--- src/rtl/rv32i_fetch_stage_if.sv ---
// Fetch-stage boundary: instruction-memory port plus decode-side handshake.
// master = fetch stage, slave = decode / memory environment.
interface rv32i_fetch_stage_if;
  logic        stall;
  logic        jump_en_in;
  logic [31:0] jump_addr_in;
  logic [31:0] imem_addr;
  logic        imem_rd_en;
  logic [31:0] imem_data;
  logic [31:0] iw_out;
  logic [31:0] pc_out;
  logic        jump_en_out;
  logic        halted;
  logic        misalign;

  modport master (
    input  stall, jump_en_in, jump_addr_in, imem_data,
    output imem_addr, imem_rd_en, iw_out, pc_out, jump_en_out, halted, misalign
  );

  modport slave (
    output stall, jump_en_in, jump_addr_in, imem_data,
    input  imem_addr, imem_rd_en, iw_out, pc_out, jump_en_out, halted, misalign
  );
endinterface

--- src/rtl/rv32i_fetch_stage.sv ---
// RV32I instruction fetch: owns the PC, drives a 1-cycle-latency imem,
// absorbs stalls with a hold register, takes redirects and halts on EBREAK.
//
// state | meaning
// FILL  | no valid word returning from imem (after reset or redirect)
// RUN   | imem_data carries the word at pc_f2
// HALT  | EBREAK retired; fetch stopped until reset
module rv32i_fetch_stage #(
  parameter logic [31:0] RESET_PC  = 32'h0000_0000,
  parameter logic [31:0] NOP_IW    = 32'h0000_0013,
  parameter logic [31:0] EBREAK_IW = 32'h0010_0073
) (
  input  logic                clk,
  input  logic                reset,
  rv32i_fetch_stage_if.master bus
);

  typedef enum logic [1:0] {FILL, RUN, HALT} state_t;

  state_t      state;
  logic [31:0] pc_q;
  logic [31:0] pc_f2;
  logic        valid_f2;
  logic [31:0] hold_iw;
  logic        hold_valid;
  logic        jump_en_q;
  logic        halted_q;
  logic        misalign_q;
  logic [31:0] iw_cur;

  always_comb begin
    iw_cur = NOP_IW;
    if (halted_q)        iw_cur = NOP_IW;
    else if (hold_valid) iw_cur = hold_iw;
    else if (valid_f2)   iw_cur = bus.imem_data;
  end

  assign bus.iw_out      = iw_cur;
  assign bus.pc_out      = pc_f2;
  assign bus.imem_addr   = pc_q;
  assign bus.imem_rd_en  = ~halted_q;
  assign bus.jump_en_out = jump_en_q;
  assign bus.halted      = halted_q;
  assign bus.misalign    = misalign_q;

  always_ff @(posedge clk) begin
    if (reset) begin
      state      <= FILL;
      pc_q       <= RESET_PC;
      pc_f2      <= RESET_PC;
      valid_f2   <= 1'b0;
      hold_iw    <= NOP_IW;
      hold_valid <= 1'b0;
      jump_en_q  <= 1'b0;
      halted_q   <= 1'b0;
      misalign_q <= 1'b0;
    end else if (state != HALT && bus.jump_en_in) begin
      // redirect wins over stall; the target is force-aligned either way
      pc_q       <= {bus.jump_addr_in[31:2], 2'b00};
      valid_f2   <= 1'b0;
      hold_valid <= 1'b0;
      jump_en_q  <= 1'b1;
      state      <= FILL;
      if (bus.jump_addr_in[1:0] != 2'b00) misalign_q <= 1'b1;
    end else begin
      jump_en_q <= 1'b0;
      case (state)
        HALT: ;
        default: begin
          if (state == RUN && iw_cur == EBREAK_IW && !bus.stall) begin
            halted_q   <= 1'b1;
            hold_valid <= 1'b0;
            valid_f2   <= 1'b0;
            state      <= HALT;
          end else if (bus.stall) begin
            // memory keeps re-reading pc_q, so the word on show must be captured
            if (!hold_valid) begin
              hold_iw    <= iw_cur;
              hold_valid <= 1'b1;
            end
          end else begin
            hold_valid <= 1'b0;
            pc_f2      <= pc_q;
            valid_f2   <= 1'b1;
            pc_q       <= pc_q + 32'd4;
            state      <= RUN;
          end
        end
      endcase
    end
  end

endmodule

--- src/flat_wrapper.sv ---
// flat-port wrapper written by rule: the top's interface ports become plain ports
module rv32i_fetch_stage_flat 
#(
  parameter logic [31:0] RESET_PC  = 32'h0000_0000,
  parameter logic [31:0] NOP_IW    = 32'h0000_0013,
  parameter logic [31:0] EBREAK_IW = 32'h0010_0073
)
  (clk, reset, bus_stall, bus_jump_en_in, bus_jump_addr_in, bus_imem_data, bus_imem_addr, bus_imem_rd_en, bus_iw_out, bus_pc_out, bus_jump_en_out, bus_halted, bus_misalign);
  rv32i_fetch_stage_if bus_i ();
  input  logic clk;
  input  logic reset;
  input wire logic [$bits(bus_i.stall)-1:0] bus_stall;
  input wire logic [$bits(bus_i.jump_en_in)-1:0] bus_jump_en_in;
  input wire logic [$bits(bus_i.jump_addr_in)-1:0] bus_jump_addr_in;
  input wire logic [$bits(bus_i.imem_data)-1:0] bus_imem_data;
  output wire logic [$bits(bus_i.imem_addr)-1:0] bus_imem_addr;
  output wire logic [$bits(bus_i.imem_rd_en)-1:0] bus_imem_rd_en;
  output wire logic [$bits(bus_i.iw_out)-1:0] bus_iw_out;
  output wire logic [$bits(bus_i.pc_out)-1:0] bus_pc_out;
  output wire logic [$bits(bus_i.jump_en_out)-1:0] bus_jump_en_out;
  output wire logic [$bits(bus_i.halted)-1:0] bus_halted;
  output wire logic [$bits(bus_i.misalign)-1:0] bus_misalign;
  assign bus_i.stall = bus_stall;
  assign bus_i.jump_en_in = bus_jump_en_in;
  assign bus_i.jump_addr_in = bus_jump_addr_in;
  assign bus_i.imem_data = bus_imem_data;
  assign bus_imem_addr = bus_i.imem_addr;
  assign bus_imem_rd_en = bus_i.imem_rd_en;
  assign bus_iw_out = bus_i.iw_out;
  assign bus_pc_out = bus_i.pc_out;
  assign bus_jump_en_out = bus_i.jump_en_out;
  assign bus_halted = bus_i.halted;
  assign bus_misalign = bus_i.misalign;
  rv32i_fetch_stage #(.RESET_PC(RESET_PC), .NOP_IW(NOP_IW), .EBREAK_IW(EBREAK_IW)) u_core (.clk(clk), .reset(reset), .bus(bus_i));
endmodule
--- config.mk ---
export PLATFORM = sky130hd
export DESIGN_NAME = rv32i_fetch_stage_flat
export DESIGN_NICKNAME = d
export VERILOG_FILES = /design/src/rtl/rv32i_fetch_stage_if.sv /design/src/rtl/rv32i_fetch_stage.sv /design/src/flat_wrapper.sv
export SDC_FILE = /design/constraint.sdc
export NUM_CORES = 1
export LEC_CHECK = 0
export ABC_AREA = 0
export CORE_UTILIZATION = 35
export DETAILED_ROUTE_END_ITERATION = 12
export GPL_TIMING_DRIVEN = 1
export PLACE_DENSITY = 0.66
export SKIP_CTS_REPAIR_TIMING = 1
export SYNTH_ARGS = -nofsm -noshare
export SYNTH_HDL_FRONTEND = slang
export SYNTH_SLANG_ARGS = --single-unit
--- constraint.sdc ---
create_clock -name clk -period 2.1 [get_ports clk]
set_input_delay 0.21 -clock clk [delete_from_list [all_inputs] [get_ports clk]]
set_output_delay 0.21 -clock clk [all_outputs]
set_load 0.02 [all_outputs]
==> impl_metrics.toml, run 1 <==
[outcome]
run_status = "complete, but fails checks"
violations_in_the_final_reports = "setup timing"

[yosys]
postSynthRegisterBits = 98
yosys_warnings = 0
ranking_of_synthesized_cells_by_area = "sky130_fd_sc_hd__dfxtp_1 41%, sky130_fd_sc_hd__mux2i_1 6.4%, sky130_fd_sc_hd__nor2_1 6.4%"
synth_cells = 578
synthFlopType = "sky130_fd_sc_hd__dfxtp_1"
netlist_top_cells_count = "98 x sky130_fd_sc_hd__dfxtp_1, 82 x sky130_fd_sc_hd__nor2_1, 80 x sky130_fd_sc_hd__nand2_1"
yosysTopAreaCell = "sky130_fd_sc_hd__dfxtp_1"
synth.yosys.seq_area_share = 0.407
syn-cell-area_um2 = 4820
syn-mean-instance-area_um2 = 8.34
synth_top_cell_area_share = 0.407
synth_edf_count = 0
post_synth_num_cell_types = 60
synth-async-reset-ratio = 0
synth.most_common_cell = "sky130_fd_sc_hd__dfxtp_1"

[placed_design]
pre_cts_ws_ns = -0.595
number_of_instances_in_the_placed_design = 975
place_congestion = 0.810
dp.final_hpwl_um = 11500
post_dp_cell_area_um2 = 7480
placement.io_buffers = 163

[worst_hold_path]
timing.hold.worst.class = "in -> reg"
hold_path.startpoint = "reset"
worst_hold_path.endpoint = "u_core.bus.pc_out[22]"
holdPathStages = 2

[finish]
flow.area_growth_from_synthesis_pct = 70.1
combined_area_of_the_multi_input_logic_cells_um2 = 2890
num_antenna_cells = 0
final-seq-area_um2 = 1970
fillers = 1131
layout.nets = 892
design_area_um2 = 8200
final_core_utilization = 0.615
layout-drive-gt1-share = 0.232
count_of_placed_standard_cells_in_the_final_layout_fillers_left_out = 1004

[timing]
finalCritPeriodShare = 1.22
final_period_minus_worst_setup_slack_ns = 2.55
fmax_ghz = 0.391
finalSetupTns_ns = -21.28
report.final.hold_viol_count = 0
finalMaxSlewViolations = 0
worst_relative_slew_slack = 0.540
skew_ns = 0.0139
setup_viol_count_final = 69
timing.hold.ws_ns = 0.372
grt_setup_unrepaired = "yes"
timing_worst_slew_pin_value_ns = 0.690
setup_ws_ns = -0.455

[critical_path]
worst_r2r_endpoint = "u_core.bus.imem_addr[27]"
path_class = "reg -> reg"
r2r.worst_path.cells = 10
cpMostUsedCell = "sky130_fd_sc_hd__buf_6"
critical_path.cell_chain = "buf_6 -> nor3b_4 -> a22o_4 -> nor4_4 -> nand4_4 -> buf_6 -> o311ai_4 -> buf_12 -> o21ai_1 -> a311oi_1"
critical_path.endpoint_type = "flip-flop"
r2r_start = "u_core.hold_valid"
reg2reg_setup_slack_ns = -0.45
cpMaxStageDelayCell = "sky130_fd_sc_hd__dfxtp_4"
critical_path_peak_fanout = 10
arrival_ns = 2.83
cp-start-kind = "flip-flop"
timing.critical_path.required_ns = 2.37
cpPeakStageDelay_ns = 0.41

[routing]
drt-initial-drc-count = 315
avgViaCountPerCell = 5.20
wl_per_cell_um = 16.3
vias = 5225
residual_drc_count = 0
ant_nets = 0
drt_first_pass_iters = 5
totalWireLength_um = 16300

[clock_tree]
cts_num_sinks = 98
clk_path_buf_depth = 2
cts.htree.levels = 3
clk_pin_slew_ns = 0.08
cts_inserted_buffers = 9
cts_tree = "done"
clkLatencyLatePin_ns = 0.36
cell_at_the_root_of_the_clock_tree = "sky130_fd_sc_hd__clkbuf_16"

[flow_run]
max_cap_violations = 0

[die]
die_h_um = 119
coreArea_um2 = 13300
effective_utilization_at_floorplan = 0.361
placement_rows = 42
floorplan.die.width_um = 119
design.die.area_um2 = 14300
ios = 168

[power_and_ir_drop]
peak_supply_drop_mv = 0.350
cellPowerDensity_nw_per_um2 = 593
p_leak_nw = 3.54
totalPowerFinal_mw = 4.86

[grt]
grt-ovfl-total = 0
pin_count_of_the_biggest_net_entering_global_routing = 64
grt_first_pass_wirelength_um = 25500
grt_pass1_vias = 5042
grt.total_usage = 0.225
antenna_found_initial = 0
==> worst max path at each step <==
stage | start | to | slack (ns) | cells past startpoint
2_1_floorplan | u_core.hold_valid | u_core.bus.imem_addr[23] | -0.19 | 10
3_3_place_gp | bus_imem_data[14] | u_core.bus.pc_out[2] | -0.50 | 9
3_5_place_dp | bus_imem_data[14] | u_core.bus.pc_out[2] | -0.59 | 9
4_1_cts | u_core.hold_valid | u_core.bus.imem_addr[9] | -0.53 | 8
5_1_grt | u_core.hold_valid | u_core.bus.imem_addr[19] | -0.57 | 10
6_report | u_core.hold_valid | u_core.bus.imem_addr[27] | -0.45 | 10
==> flip-flops by register name, indices dropped and copies added, names as in the netlist <==
| register | cells |
|---|---|
| u_core.hold_iw | 32 |
| u_core.bus.pc_out | 30 |
| u_core.bus.halted | 1 |
| u_core.hold_valid | 1 |
| u_core.bus.jump_en_out | 1 |
| u_core.bus.misalign | 1 |
| u_core.bus.imem_addr | 30 |
| u_core.state | 2 |
==> report_power, final <==
part / internal (mW) / switching (mW)
clock: 1.23 / 0.734
combinational: 0.471 / 0.429
sequential: 1.93 / 0.0679
total: 3.63 / 1.23
==> cell type report <==
type / instances / share of cell area
Clock buffer: 12 / 0.0313
Clock inverter: 4 / 0.0117
Inverter: 9 / 0.00473
Multi-Input combinational cell: 428 / 0.352
Sequential cell: 98 / 0.240
Tap cell: 176 / 0.0268
Timing Repair Buffer: 277 / 0.333
==> logic make-up (layout without fill, tap and decap cells) <==
logic type | Yosys count | after routing | share of synthesized area
other | 1 | 4 | 0.000778
adders and majority gates | 1 | 1 | 0.00259
and+or+nand+nor | 250 | 251 | 0.257
buffers and inverters | 56 | 302 | 0.0592
AOI/OAI and AO/OA | 136 | 136 | 0.201
muxes | 31 | 31 | 0.0643
xor gates and xnor gates | 5 | 5 | 0.00908
DFF | 98 | 98 | 0.407
==> layer usage <==
layer,vias to the layer above,track usage,share of wire
li1,2553,-,-
met1,2461,0.298,0.44
met2,187,0.358,0.48
met3,24,0.0421,0.060
met4,0,0.0906,0.019
met5,-,0,0
==> cell usage in the layout (no fill, tap or decap), types with 9 or more instances in the layout <==
cell type | synthesis | final
sky130_fd_sc_hd__clkdlybuf4s50_1 | 0 | 136
sky130_fd_sc_hd__buf_4 | 10 | 97
sky130_fd_sc_hd__dfxtp_1 | 98 | 95
sky130_fd_sc_hd__nor2_1 | 82 | 80
sky130_fd_sc_hd__nand2_1 | 80 | 78
sky130_fd_sc_hd__a21oi_1 | 43 | 32
sky130_fd_sc_hd__mux2i_1 | 31 | 27
sky130_fd_sc_hd__dlymetal6s2s_1 | 0 | 26
sky130_fd_sc_hd__or3_1 | 20 | 20
sky130_fd_sc_hd__a311oi_1 | 21 | 19
sky130_fd_sc_hd__nand3b_1 | 11 | 11
sky130_fd_sc_hd__clkbuf_16 | 0 | 11
sky130_fd_sc_hd__buf_12 | 0 | 10
sky130_fd_sc_hd__nand3_1 | 9 | 9
==> critical path, delay by kind of cell, from the launching register on <==
family,cells,cell delay [ns]
flops,1,0.41
compound gates,4,0.94
simple gates,3,0.60
buf+inv,3,0.51
Power figures use the tool's default switching activity.
==> run 2: changes to the inputs <==
GPL_TIMING_DRIVEN = 0   (was 1)
==> run 2 against run 1 <==
The flow still finishes with violations (setup timing). Clock power is 5% lower. First-iteration DRC count is 39% higher. Non-clock buffer count is 37 lower. Critical path type unchanged. Largest cell class unchanged. Largest power group unchanged. Highest routed layer unchanged.
==> impl_metrics.toml, run 2 (same netlist as run 1, synthesis figures left out) <==
[outcome]
run_status = "complete, but fails checks"
violations_in_the_final_reports = "setup timing"

[finish]
num_antenna_cells = 0
most_frequent_cells_in_the_layout = "130 x sky130_fd_sc_hd__clkdlybuf4s50_1, 93 x sky130_fd_sc_hd__dfxtp_1, 80 x sky130_fd_sc_hd__nor2_1"
max_flop_register = "u_core.hold_iw"
final_common_cell = "sky130_fd_sc_hd__clkdlybuf4s50_1"
final_core_utilization = 0.595
fillers = 1148
layout-drive-gt1-share = 0.197
largest_register_ff_count = 32
layout.nets = 854
flow.area_growth_from_synthesis_pct = 64.6

[placed_design]
dp.final_hpwl_um = 12000
placement.io_buffers = 162
place_congestion = 0.854
pre_cts_ws_ns = -0.891

[die]
ios = 168
placement_rows = 42
design.die.area_um2 = 14300
coreArea_um2 = 13300
die_h_um = 119
floorplan.die.width_um = 119
effective_utilization_at_floorplan = 0.361

[timing]
finalCritPeriodShare = 1.23
finalMaxSlewViolations = 0
fmax_ghz = 0.386
setup_viol_count_final = 63
report.final.hold_viol_count = 0
worst_relative_slew_slack = 0.520
final_period_minus_worst_setup_slack_ns = 2.59
timing_worst_slew_pin_value_ns = 0.720
setup_ws_ns = -0.492
timing.hold.ws_ns = 0.450
grt_setup_unrepaired = "yes"
skew_ns = 0.00839

[critical_path]
cpMaxStageDelayCell = "sky130_fd_sc_hd__o311ai_4"
r2r_start = "u_core.state[0]"
critical_path.cell_chain = "buf_6 -> nor3b_4 -> buf_6 -> a22o_4 -> nor4_4 -> nand4_4 -> o311ai_4 -> buf_6 -> o21ai_2 -> a311oi_2"
cp-startpoint = "u_core.state[0]"
path_class = "reg -> reg"
critical_path.endpoint_type = "flip-flop"
path_buf_inv = 3
critical_path_depth = 10
r2r.worst_path.cells = 10
critical-path-top-delay-family = "compound AO/OA/AOI/OAI gates"
cp-start-kind = "flip-flop"
reg2reg_setup_slack_ns = -0.49
cpMostUsedCell = "sky130_fd_sc_hd__buf_6"
arrival_ns = 2.85
timing.critical_path.required_ns = 2.36
cpPeakStageDelay_ns = 0.43
critical_path_peak_fanout = 7

[clock_tree]
cts_tree = "done"
cell_at_the_root_of_the_clock_tree = "sky130_fd_sc_hd__clkbuf_16"
cts.htree.levels = 3
clk_pin_slew_ns = 0.07
cts_num_sinks = 98
cts_inserted_buffers = 9
clkLatencyLatePin_ns = 0.36
clk_path_buf_depth = 2

[grt]
grt-ovfl-total = 0
antenna_found_initial = 0
grt_first_pass_wirelength_um = 25000
grt_pass1_vias = 4822
grt.total_usage = 0.224
pin_count_of_the_biggest_net_entering_global_routing = 16

[routing]
route.layer.met1.wl_um = 7590
totalWireLength_um = 17000
residual_drc_count = 0
drt_first_pass_iters = 5
dr.max_layer_used = "met4"
met2_wirelength_um = 8040
avgViaCountPerCell = 5.43
vias = 5250
met3RoutedLength_um = 1170
drt-initial-drc-count = 438
ant_nets = 0
wl_per_cell_um = 17.6

[power_and_ir_drop]
p_leak_nw = 3.38
peak_supply_drop_mv = 0.353
cellPowerDensity_nw_per_um2 = 597

[flow_run]
max_cap_violations = 0

[worst_hold_path]
hold_path.startpoint = "u_core.bus.misalign"
timing.hold.worst.class = "reg -> reg"
holdPathStages = 2
[run 2: cell count changes in the layout (fill, tap and decap cells not counted), sizes merged]
cell / delta
buf: -61
bufinv: -1
clkbuf: +24
clkdlybuf4s50: -6
clkinv: +2
dlymetal6s2s: +6
inv: -1
nor2: -1
[run 2: tightest hold or removal path: stages, from the launching register on]
cell and delay (ns):
sky130_fd_sc_hd__dfxtp_1 0.31, sky130_fd_sc_hd__inv_1 0.05, sky130_fd_sc_hd__a21oi_1 0.05
[run 2: power breakdown]
| group | total, mW | switching (mW) | internal [mW] |
|---|---|---|---|
| clock network | 1.86 | 0.745 | 1.11 |
| registers | 2.02 | 0.0915 | 1.93 |
| logic | 0.859 | 0.426 | 0.433 |
[run 2: final timing paths]
kind                                   end
setup / recovery  u_core.bus.imem_addr[19]
hold / removal         u_core.bus.misalign
setup reg to reg  u_core.bus.imem_addr[19]
hold reg to reg        u_core.bus.misalign
[run 2: area by class of cell]
class / instances / area [um2] / share of cell area
buffer: 46 / 343 / 0.0432
clock buffer: 12 / 256 / 0.0323
clock inverter: 4 / 73.8 / 0.00930
inverter: 9 / 38.8 / 0.00489
multi-input combinational: 427 / 3030 / 0.382
sequential: 98 / 1970 / 0.248
tap: 176 / 220 / 0.0277
timing repair buffer: 194 / 2010 / 0.253
[run 2: through the flow]
stage	total power, mW	cell area [um2]	instances	TNS (ns)
2_1_floorplan	2.44	5040	581	-6.15
3_3_place_gp	2.82	6880	919	-55.07
3_5_place_dp	2.83	6880	919	-58.20
4_1_cts	4.66	7210	935	-61.68
5_1_grt	4.89	7940	966	-30.48
6_report	4.74	7940	966	-24.18
[run 2: layer usage]
layer,global-route usage,vias up
met4,0.0828,0
li1,-,2492
met3,0.0407,17
met1,0.298,2510
met5,0,-
met2,0.362,231
==> run 3: changes to the inputs <==
SETUP_SLACK_MARGIN = 0.4   (was unset)
SKIP_LAST_GASP = 1   (was unset)
==> run 3 against run 2 <==
The run still ends with setup timing left. Worst setup slack worse by 0.059 ns. Via count grew 2.5%. Sequential power is essentially flat. Largest power group unchanged.
==> impl_metrics.toml, run 3 (same netlist as run 1, synthesis figures left out) <==
[outcome]
run_status = "complete, but fails checks"
violations_in_the_final_reports = "setup timing"

[timing]
setup_viol_count_final = 63
timing_worst_slew_pin_value_ns = 0.701
setup_ws_ns = -0.552
finalSetupTns_ns = -28.42
grt_setup_unrepaired = "yes"
finalMaxSlewViolations = 0
fmax_ghz = 0.377
report.final.hold_viol_count = 0
finalCritPeriodShare = 1.26
skew_ns = 0.00687
worst_relative_slew_slack = 0.532
final_period_minus_worst_setup_slack_ns = 2.65

[routing]
drt_first_pass_iters = 8
totalWireLength_um = 17600
vias = 5381
avgViaCountPerCell = 5.43
wl_per_cell_um = 17.7
ant_nets = 0
drt-initial-drc-count = 327
residual_drc_count = 0

[clock_tree]
cts_num_sinks = 98
clk_pin_slew_ns = 0.07
cts_inserted_buffers = 9
clkLatencyLatePin_ns = 0.34
cts.htree.levels = 3
clk_path_buf_depth = 2
cell_at_the_root_of_the_clock_tree = "sky130_fd_sc_hd__clkbuf_16"
cts_tree = "done"

[die]
placement_rows = 42
ios = 168
die_h_um = 119
floorplan.die.width_um = 119
effective_utilization_at_floorplan = 0.361
coreArea_um2 = 13300
design.die.area_um2 = 14300

[critical_path]
critical_path.cell_chain = "buf_8 -> nor3b_4 -> buf_6 -> a22o_4 -> nor4_4 -> nand4_4 -> o311ai_4 -> buf_4 -> o21ai_1 -> a311oi_1"
critical_path.endpoint = "u_core.bus.imem_addr[23]"
timing.critical_path.required_ns = 2.35
critical_path_peak_fanout = 6
r2r.worst_path.cells = 10
cp-startpoint = "u_core.state[0]"
cpPeakStageDelay_ns = 0.43
cpMaxStageDelayCell = "sky130_fd_sc_hd__o311ai_4"
worst_r2r_endpoint = "u_core.bus.imem_addr[23]"
path_class = "reg -> reg"
arrival_ns = 2.91
reg2reg_setup_slack_ns = -0.55
critical_path.endpoint_type = "flip-flop"
r2r_start = "u_core.state[0]"
cp-start-kind = "flip-flop"

[grt]
pin_count_of_the_biggest_net_entering_global_routing = 17
gr-usage-met1 = 0.279
fraction_of_met2_tracks_used_by_global_routing = 0.375
global_route.usage.met3 = 0.0584
grt_first_pass_wirelength_um = 24900
antenna_found_initial = 0
grt-ovfl-total = 0
grt.total_usage = 0.222
grt.busiest_layer = "met2"
grt_pass1_vias = 4855

[finish]
fillers = 1111
max_flop_register = "u_core.hold_iw"
layout-drive-gt1-share = 0.264
final_common_cell = "sky130_fd_sc_hd__clkdlybuf4s50_1"
num_antenna_cells = 0
flow.area_growth_from_synthesis_pct = 69.4
most_frequent_cells_in_the_layout = "127 x sky130_fd_sc_hd__clkdlybuf4s50_1, 94 x sky130_fd_sc_hd__dfxtp_1, 80 x sky130_fd_sc_hd__nor2_1"
count_of_placed_standard_cells_in_the_final_layout_fillers_left_out = 991
layout.nets = 879
largest_register_ff_count = 32

[worst_hold_path]
hold_path.startpoint = "u_core.bus.misalign"
timing.hold.worst.class = "reg -> reg"

[placed_design]
placement.io_buffers = 162
place_congestion = 0.857
number_of_instances_in_the_placed_design = 919
dp.final_hpwl_um = 12100

[power_and_ir_drop]
peak_supply_drop_mv = 0.430
p_leak_nw = 3.17
cellPowerDensity_nw_per_um2 = 565

[flow_run]
max_cap_violations = 0
## run 3: cell types whose count changed in the layout (fill, tap and decap cells not counted), sizes merged
cell	before	now
buf	52	99
dlymetal6s2s	32	4
clkinvlp	0	1
clkdlybuf4s50	130	127
clkinv	3	5
clkbuf	38	43
nand4	6	7
bufinv	2	1
inv	8	9
## run 3: worst max-delay path, delay by kind of cell, from the launching register on
| kind | cells | cell delay, ns |
|---|---|---|
| buffers and inverters | 3 | 0.46 |
| AND/OR/NAND/NOR | 3 | 0.76 |
| AO/OA/AOI/OAI | 4 | 1.01 |
| flip-flops | 1 | 0.33 |
## run 3: worst min path at each step
| stage | end | slack [ns] | depth (start not counted) |
|---|---|---|---|
| 4_1_cts | u_core.bus.misalign | 0.45 | 2 |
| 6_report | u_core.bus.misalign | 0.45 | 2 |
| 5_1_grt | u_core.hold_iw[29] | 0.47 | 2 |
| 3_5_place_dp | u_core.bus.misalign | 0.44 | 2 |
| 3_3_place_gp | u_core.bus.misalign | 0.44 | 2 |
| 2_1_floorplan | u_core.state[0] | 0.37 | 2 |
## run 3: cell type report
cell class / count / area, um2 / area share
inverters: 9 / 41.3 / 0.00505
well taps: 176 / 220 / 0.0270
clock buffers: 9 / 225 / 0.0276
clock inverters: 7 / 70.1 / 0.00858
multi-input cells: 428 / 3070 / 0.376
flip-flops and latches: 98 / 1970 / 0.241
repair buffers: 217 / 2150 / 0.264
plain buffers: 47 / 415 / 0.0509
## run 3: per-layer routing
metal / share of wire / wire [um]
met1: 0.43 / 7530
met2: 0.48 / 8350
met3: 0.077 / 1350
met4: 0.019 / 335
met5: 0 / 0
## run 3: per-stage QoR
stage	utilization	setup slack, ns	power, mW	hold WS, ns	cell area [um2]
2_1_floorplan	-	-0.186	2.44	0.366	5050
3_3_place_gp	0.516	-0.888	2.82	0.439	6890
3_5_place_dp	0.516	-0.936	2.83	0.439	6890
4_1_cts	0.538	-0.844	4.47	0.449	7190
5_1_grt	0.612	-0.601	4.78	0.470	8170
6_report	0.612	-0.552	4.61	0.448	8170
## run 3: power by group
| part | total, mW | internal (mW) | switching [mW] |
|---|---|---|---|
| Sequential | 2.02 | 1.93 | 0.0911 |
| Clock | 1.66 | 0.922 | 0.741 |
| Combinational | 0.930 | 0.483 | 0.447 |
| Total | 4.61 | 3.34 | 1.28 |
==> RTL change 1 (settings of run 2) <==
The 3 states of `state_t` get a one-hot encoding in 3 bits.
--- a/src/rtl/rv32i_fetch_stage.sv
+++ b/src/rtl/rv32i_fetch_stage.sv
@@ -15,7 +15,7 @@
   rv32i_fetch_stage_if.master bus
 );
 
-  typedef enum logic [1:0] {FILL, RUN, HALT} state_t;
+  typedef enum logic [2:0] {FILL = 3'b001, RUN = 3'b010, HALT = 3'b100} state_t;
 
   state_t      state;
   logic [31:0] pc_q;
Formal check against the unedited RTL: same outputs for any inputs over 4 cycles, from zero or initial values and one cycle with reset high; so few cycles prove little.
==> RTL change 1 against run 2 <==
The run still ends with setup timing left. Sequential cell count grew 1. Via count grew 3.2%. Count of clock-buffer cells in the layout shrank 1. Clock skew shrank 2.9 ps. Critical path depth grew 1. Synthesized cell count grew 5.9%. Area after synthesis grew 7.9%. Setup slack lost 210 ps. Wire length grew 4.6%. Largest cell class unchanged. Worst hold slack lost 93 ps. Final area shrank 1.2%. Power shrank 6.4%.
==> RTL change 1: results (changes against run 2) <==
stage;metric;value;unit;change
place;GP Congestion;0.867;;+1.5%
worst_setup_path;CP Launch Point;u_core.state[1]$_SDFFE_PP0P_;;
synth;ys async rst share;0;%;unchanged
finish;Largest register FFs;32;;unchanged
finish;Nets;882;;+3.3%
finish;share of cells above drive strength 1;14.7;%;-5.0 points
worst_setup_path;crit path DAT;3080;ps;+230 ps
synth;sequential share of the synthesized area;38.1;%;-2.6 points
min_path;Hold Path Origin;reset;;
sta;Setup Skew;5.48;ps;-2.91 ps
drt;initial DRC count;288;;-34%
global_route;GRT Util Overall;22.5;%;+0.051 points
worst_setup_path;Register-to-Register Path Depth;11;;+1
global_route;vias in the first global route;5158;;+7.0%
min_path;hold path depth;3;;+1
drt;WL/cell;17.8;microns;+1.1%
place;PortBufs;162;;unchanged
synth;ranking of synthesized cells by area;dfxtp_1 (38%), nand2b_1 (7.5%), mux2i_1 (5.8%);;
global_route;first-pass GRT wire length;26300;microns;+5.2%
power_and_ir_drop;P_leak;2.82;nW;-17%
place;HPWL after DPL;13200;microns;+9.6%
place;Post-Place Setup Slack;-1360;ps;-472 ps
worst_setup_path;slowest CP cell;or4_4;;
finish;Fill cells;1325;;+15%
run_status;status;finished with violations;;
sta;Least-Margin Pin Slew;694;ps;-26.0 ps
finish;ANT cells;0;;unchanged
power_and_ir_drop;VDD IR max;0.420;mV;+19%
cts;H-tree levels;3;;unchanged
sta;Setup WS post-layout;-703;ps;-211 ps
global_route;antenna violations before repair;0;;unchanged
cts;clock latency on the worst-skew pair;350;ps;
place;DP Cell Count;961;;+4.6%
worst_setup_path;critical path endpoint;u_core.bus.pc_out[22]$_SDFFE_PP0P_;;
synth;most common library cells after synthesis;dfxtp_1 (99), nand2_1 (80), nand2b_1 (62);;
worst_setup_path;CP peak stage delay;530;ps;+100 ps
min_path;Hold Path End;u_core.bus.pc_out[10]$_SDFFE_PP0P_;;
drt;via count;5419;;+3.2%
min_path;Hold WC Path Type;primary input to flip-flop;;
drt;vias per cell;5.42;;-0.29%
global_route;largest net degree at the start of global routing;15;;-1
worst_setup_path;Critical Path Fanout Max;9;;+2
run_status;failing checks;setup timing;;
sta;final setup fails;80;;+27%
synth;Avg Cell Area, Syn;8.50;sq um;+1.9%
worst_setup_path;FF-to-FF End;u_core.bus.pc_out[22]$_SDFFE_PP0P_;;
finish;Most flops, register;u_core.hold_iw;;
RTL change 1: worst max-delay path: cells and delay by family (launching register included):
kind                   cells  cell delay (ps)
AO/OA/AOI/OAI              1              290
multiplexers               1              170
buffers and inverters      4              610
AND/OR/NAND/NOR            5             1330
flip-flops                 1              320
RTL change 1: layout make-up:
class	count	area [sq um]	area share [%]
tap	184	230	2.94
clock inverter	3	16.3	0.207
sequential	99	1990	25.4
timing repair buffer	191	1930	24.6
inverter	12	47.5	0.606
clock buffer	11	233	2.97
buffer	48	314	4.01
multi-input combinational	452	3080	39.3
RTL change 1: where the power goes:
group	internal, mW	switching (mW)
clock	0.789	0.720
sequential	1.95	0.101
combinational	0.445	0.428
total	3.19	1.25
RTL change 1: logic make-up after synthesis:
| group | share of synthesized area (%) |
|---|---|
| compound gates | 19.7 |
| xor+xnor | 2.19 |
| mux | 5.77 |
| buf+inv | 6.49 |
| flops | 38.1 |
| fa+ha+maj | 0.240 |
| simple gates | 27.4 |
| other cells | 0.0721 |
RTL change 1: metrics by stage:
stage / area [sq um] / setup TNS (ps) / hold WS, ps
after floorplan: 5250 / -27350 / 306
after CTS: 7350 / -72300 / 352
final: 7840 / -45760 / 356
after detailed placement: 7100 / -86840 / 445
after global placement: 7100 / -82860 / 435
after global routing: 7840 / -52010 / 391
RTL change 1: metal layers:
metal	track usage (%)	up-vias	part of all wire [%]
li1	-	2598	-
met1	28.6	2555	43
met2	37.3	237	48
met3	4.12	29	6.6
met4	9.52	0	2.2
met5	0	-	0
==> RTL change 2 (config.mk and constraints of run 2) <==
Made on the original files. `NOP_IW` is set to 32'h0000_0013 in 2 places; all go to 32'h00000009.
--- a/src/rtl/rv32i_fetch_stage.sv
+++ b/src/rtl/rv32i_fetch_stage.sv
@@ -7,7 +7,7 @@
 // HALT  | EBREAK retired; fetch stopped until reset
 module rv32i_fetch_stage #(
   parameter logic [31:0] RESET_PC  = 32'h0000_0000,
-  parameter logic [31:0] NOP_IW    = 32'h0000_0013,
+  parameter logic [31:0] NOP_IW    = 32'h00000009,
   parameter logic [31:0] EBREAK_IW = 32'h0010_0073
 ) (
   input  logic                clk,
--- a/src/flat_wrapper.sv
+++ b/src/flat_wrapper.sv
@@ -2,7 +2,7 @@
 module rv32i_fetch_stage_flat 
 #(
   parameter logic [31:0] RESET_PC  = 32'h0000_0000,
-  parameter logic [31:0] NOP_IW    = 32'h0000_0013,
+  parameter logic [31:0] NOP_IW    = 32'h00000009,
   parameter logic [31:0] EBREAK_IW = 32'h0010_0073
 )
   (clk, reset, bus_stall, bus_jump_en_in, bus_jump_addr_in, bus_imem_data, bus_imem_addr, bus_imem_rd_en, bus_iw_out, bus_pc_out, bus_jump_en_out, bus_halted, bus_misalign);
Formal check against the unedited RTL: not equivalent (Yosys sat finds a counterexample within 4 cycles, from zero or initial values and one cycle with reset high).
==> RTL change 2 against run 2 <==
Non-clock buffer count increased by 12. Setup slack worse by 200 ps. Largest power group unchanged. Sequential cell count is the same. Power shrank 6.4%. Largest cell class unchanged. Final area decreased by 0.19%. Wire length grew 6.3%. Critical path type unchanged. Area after synthesis fell by 1.3%. The run still ends with setup timing left. Synthesized cell count increased by 8.8%.
==> RTL change 2: results (changes against run 2) <==
stage;metric;value;unit;change
min_path;Hold WC Path Type;primary input to flip-flop;;
drt;final wirelength;18100;microns;+6.3%
worst_setup_path;crit-path leading delay family;buffers and inverters;;
synth;ys flop type;dfxtp_1;;
cts;clk slew on worst S/H paths;70;ps;about the same
finish;share of cells above drive strength 1;21.8;%;+2.0 points
synth;most common library cells after synthesis;nand2_1 (153), dfxtp_1 (98), a21oi_1 (72);;
min_path;Hold Path Origin;bus_jump_addr_in[22];;
finish;ANT cells;0;;unchanged
cts;clock latency on the worst-skew pair;350;ps;
worst_setup_path;Critical Path Fanout Max;5;;-2
finish;Most flops, register;u_core.hold_iw;;
cts;TritonCTS Buffers;9;;unchanged
drt;remaining routing DRC violations;0;;unchanged
global_route;GRT Util Overall;23.6;%;+1.2 points
synth;Netlist cell types;52;;-13%
finish;Largest register FFs;32;;unchanged
min_path;hold path depth;3;;+1
run_status;failing checks;setup timing;;
synth;ys async rst share;0;%;unchanged
finish;Nets;914;;+7.0%
power_and_ir_drop;P_leak;3.07;nW;-9.1%
worst_setup_path;FF-to-FF End;u_core.bus.pc_out[3]$_SDFFE_PP0P_;;
worst_setup_path;RR Startpoint;u_core.hold_valid$_SDFFE_PP0N_;;
synth;sequential share of the synthesized area;41.2;%;+0.56 points
synth;leading cell type by number of instances after synthesis;nand2_1;;
sta;relative slew slack;54.8;%;+2.9 points
drt;via count;5570;;+6.1%
cts;Max clock buf depth;2;;unchanged
run_status;status;finished with violations;;
global_route;largest net degree at the start of global routing;15;;-1
cts;clk root buf;clkbuf_16;;
sta;Setup Skew;8.23;ps;-0.162 ps
drt;initial DRC count;463;;+5.7%
global_route;vias in the first global route;5124;;+6.3%
place;HPWL after DPL;12700;microns;+6.0%
worst_setup_path;Register-to-Register Path Depth;17;;+7
global_route;antenna violations before repair;0;;unchanged
global_route;first-pass GRT wire length;26300;microns;+5.5%
sta;Setup WS post-layout;-693;ps;-200 ps
place;GP Congestion;0.873;;+2.2%
synth;ranking of synthesized cells by area;dfxtp_1 (41%), nand2_1 (12%), a21oi_1 (7.6%);;
drt;drt pass-1 iters;6;;+1
worst_setup_path;crit path DAT;3000;ps;+150 ps
power_and_ir_drop;Net Sw Frac;28.1;%;+1.5 points
sta;setup TNS;-29450;ps;-5270 ps
min_path;Hold Path End;u_core.bus.imem_addr[22]$_SDFFE_PP0P_;;
sta;final hold slack;421;ps;-29.1 ps
worst_setup_path;CP Class;flip-flop to flip-flop;;
sta;final setup fails;63;;unchanged
worst_setup_path;CP peak stage delay;350;ps;-80 ps
power_and_ir_drop;VDD IR max;0.461;mV;+31%
place;PortBufs;163;;+0.62%
worst_setup_path;slowest CP cell;nor4_2;;
synth;Warnings, synthesis;0;;unchanged
RTL change 2: cell count changes after synthesis, moves of 8 or more:
cell	before	now
or3_1	20	8
xnor2_1	1	13
a22oi_1	2	13
a21oi_1	43	72
mux2i_1	31	2
nand2_1	80	153
nor3_1	5	13
nor4_1	2	13
nor2_1	82	53
a311oi_1	21	9
RTL change 2: how the worst max path moves through the flow:
stage	to	cells past startpoint	slack [ps]
2_1_floorplan	u_core.bus.imem_addr[30]$_SDFFE_PP0P_	11	-570
3_3_place_gp	u_core.bus.pc_out[8]$_SDFFE_PP0P_	9	-950
3_5_place_dp	u_core.bus.pc_out[28]$_SDFFE_PP0P_	9	-930
4_1_cts	u_core.bus.imem_addr[30]$_SDFFE_PP0P_	10	-870
5_1_grt	u_core.bus.pc_out[8]$_SDFFE_PP0P_	17	-740
6_report	u_core.bus.pc_out[3]$_SDFFE_PP0P_	17	-690
RTL change 2: layout make-up:
class | count | area (sq um)
repair buffers | 205 | 2090
clock buffers | 13 | 250
fillers | 1129 | 5320
well taps | 176 | 220
plain buffers | 47 | 352
inverters | 7 | 26.3
clock inverters | 3 | 15.0
flip-flops and latches | 98 | 1970
multi-input cells | 477 | 3000
RTL change 2: kinds of logic after synthesis:
kind of cell	share of synthesized area, %
buf+inv	5.63
other cells	0.0788
fa+ha+maj	0.263
compound gates	20.1
flops	41.2
simple gates	29.3
xor+xnor	2.95
mux	0.421
RTL change 2: worst register-to-register path, cell delays in order (launching register included):
cell and delay (ps):
dfxtp_2 340, buf_6 130, buf_12 120, buf_8 130, nor3b_4 190, o21ai_2 90, nor4_2 350, and4_1 280
buf_6 120, buf_4 120, buf_6 90, buf_6 100, nor3_4 50, buf_4 160, buf_6 120, clkbuf_16 140
nand2_1 60, a21oi_1 60
RTL change 2: power by group through the flow:
| stage | combinational (mW) | sequential [mW] | clock (mW) |
|---|---|---|---|
| 3_3_place_gp | 0.728 | 2.05 | 0 |
| 3_5_place_dp | 0.733 | 2.05 | 0 |
| 2_1_floorplan | 0.284 | 2.10 | 0 |
| 5_1_grt | 0.911 | 2.03 | 1.64 |
| 4_1_cts | 0.737 | 2.01 | 1.57 |
| 6_report | 0.862 | 2.02 | 1.55 |
RTL change 2: layer usage:
metal / routed length, microns / GRT usage (%)
met5: 0 / 0
met4: 546 / 11.5
met3: 1450 / 5.74
met2: 8510 / 38.7
met1: 7580 / 28.8
RTL change 2: through the flow:
step	util, %	total power [mW]	instance area, sq um	setup WS, ps	std cells
floorplan	-	2.39	4870	-571	632
global placement	50.8	2.78	6720	-954	971
detailed placement	50.8	2.79	6720	-931	971
CTS	52.8	4.32	6990	-871	987
global route	59.8	4.58	7920	-745	1026
finish	59.8	4.43	7920	-693	1026
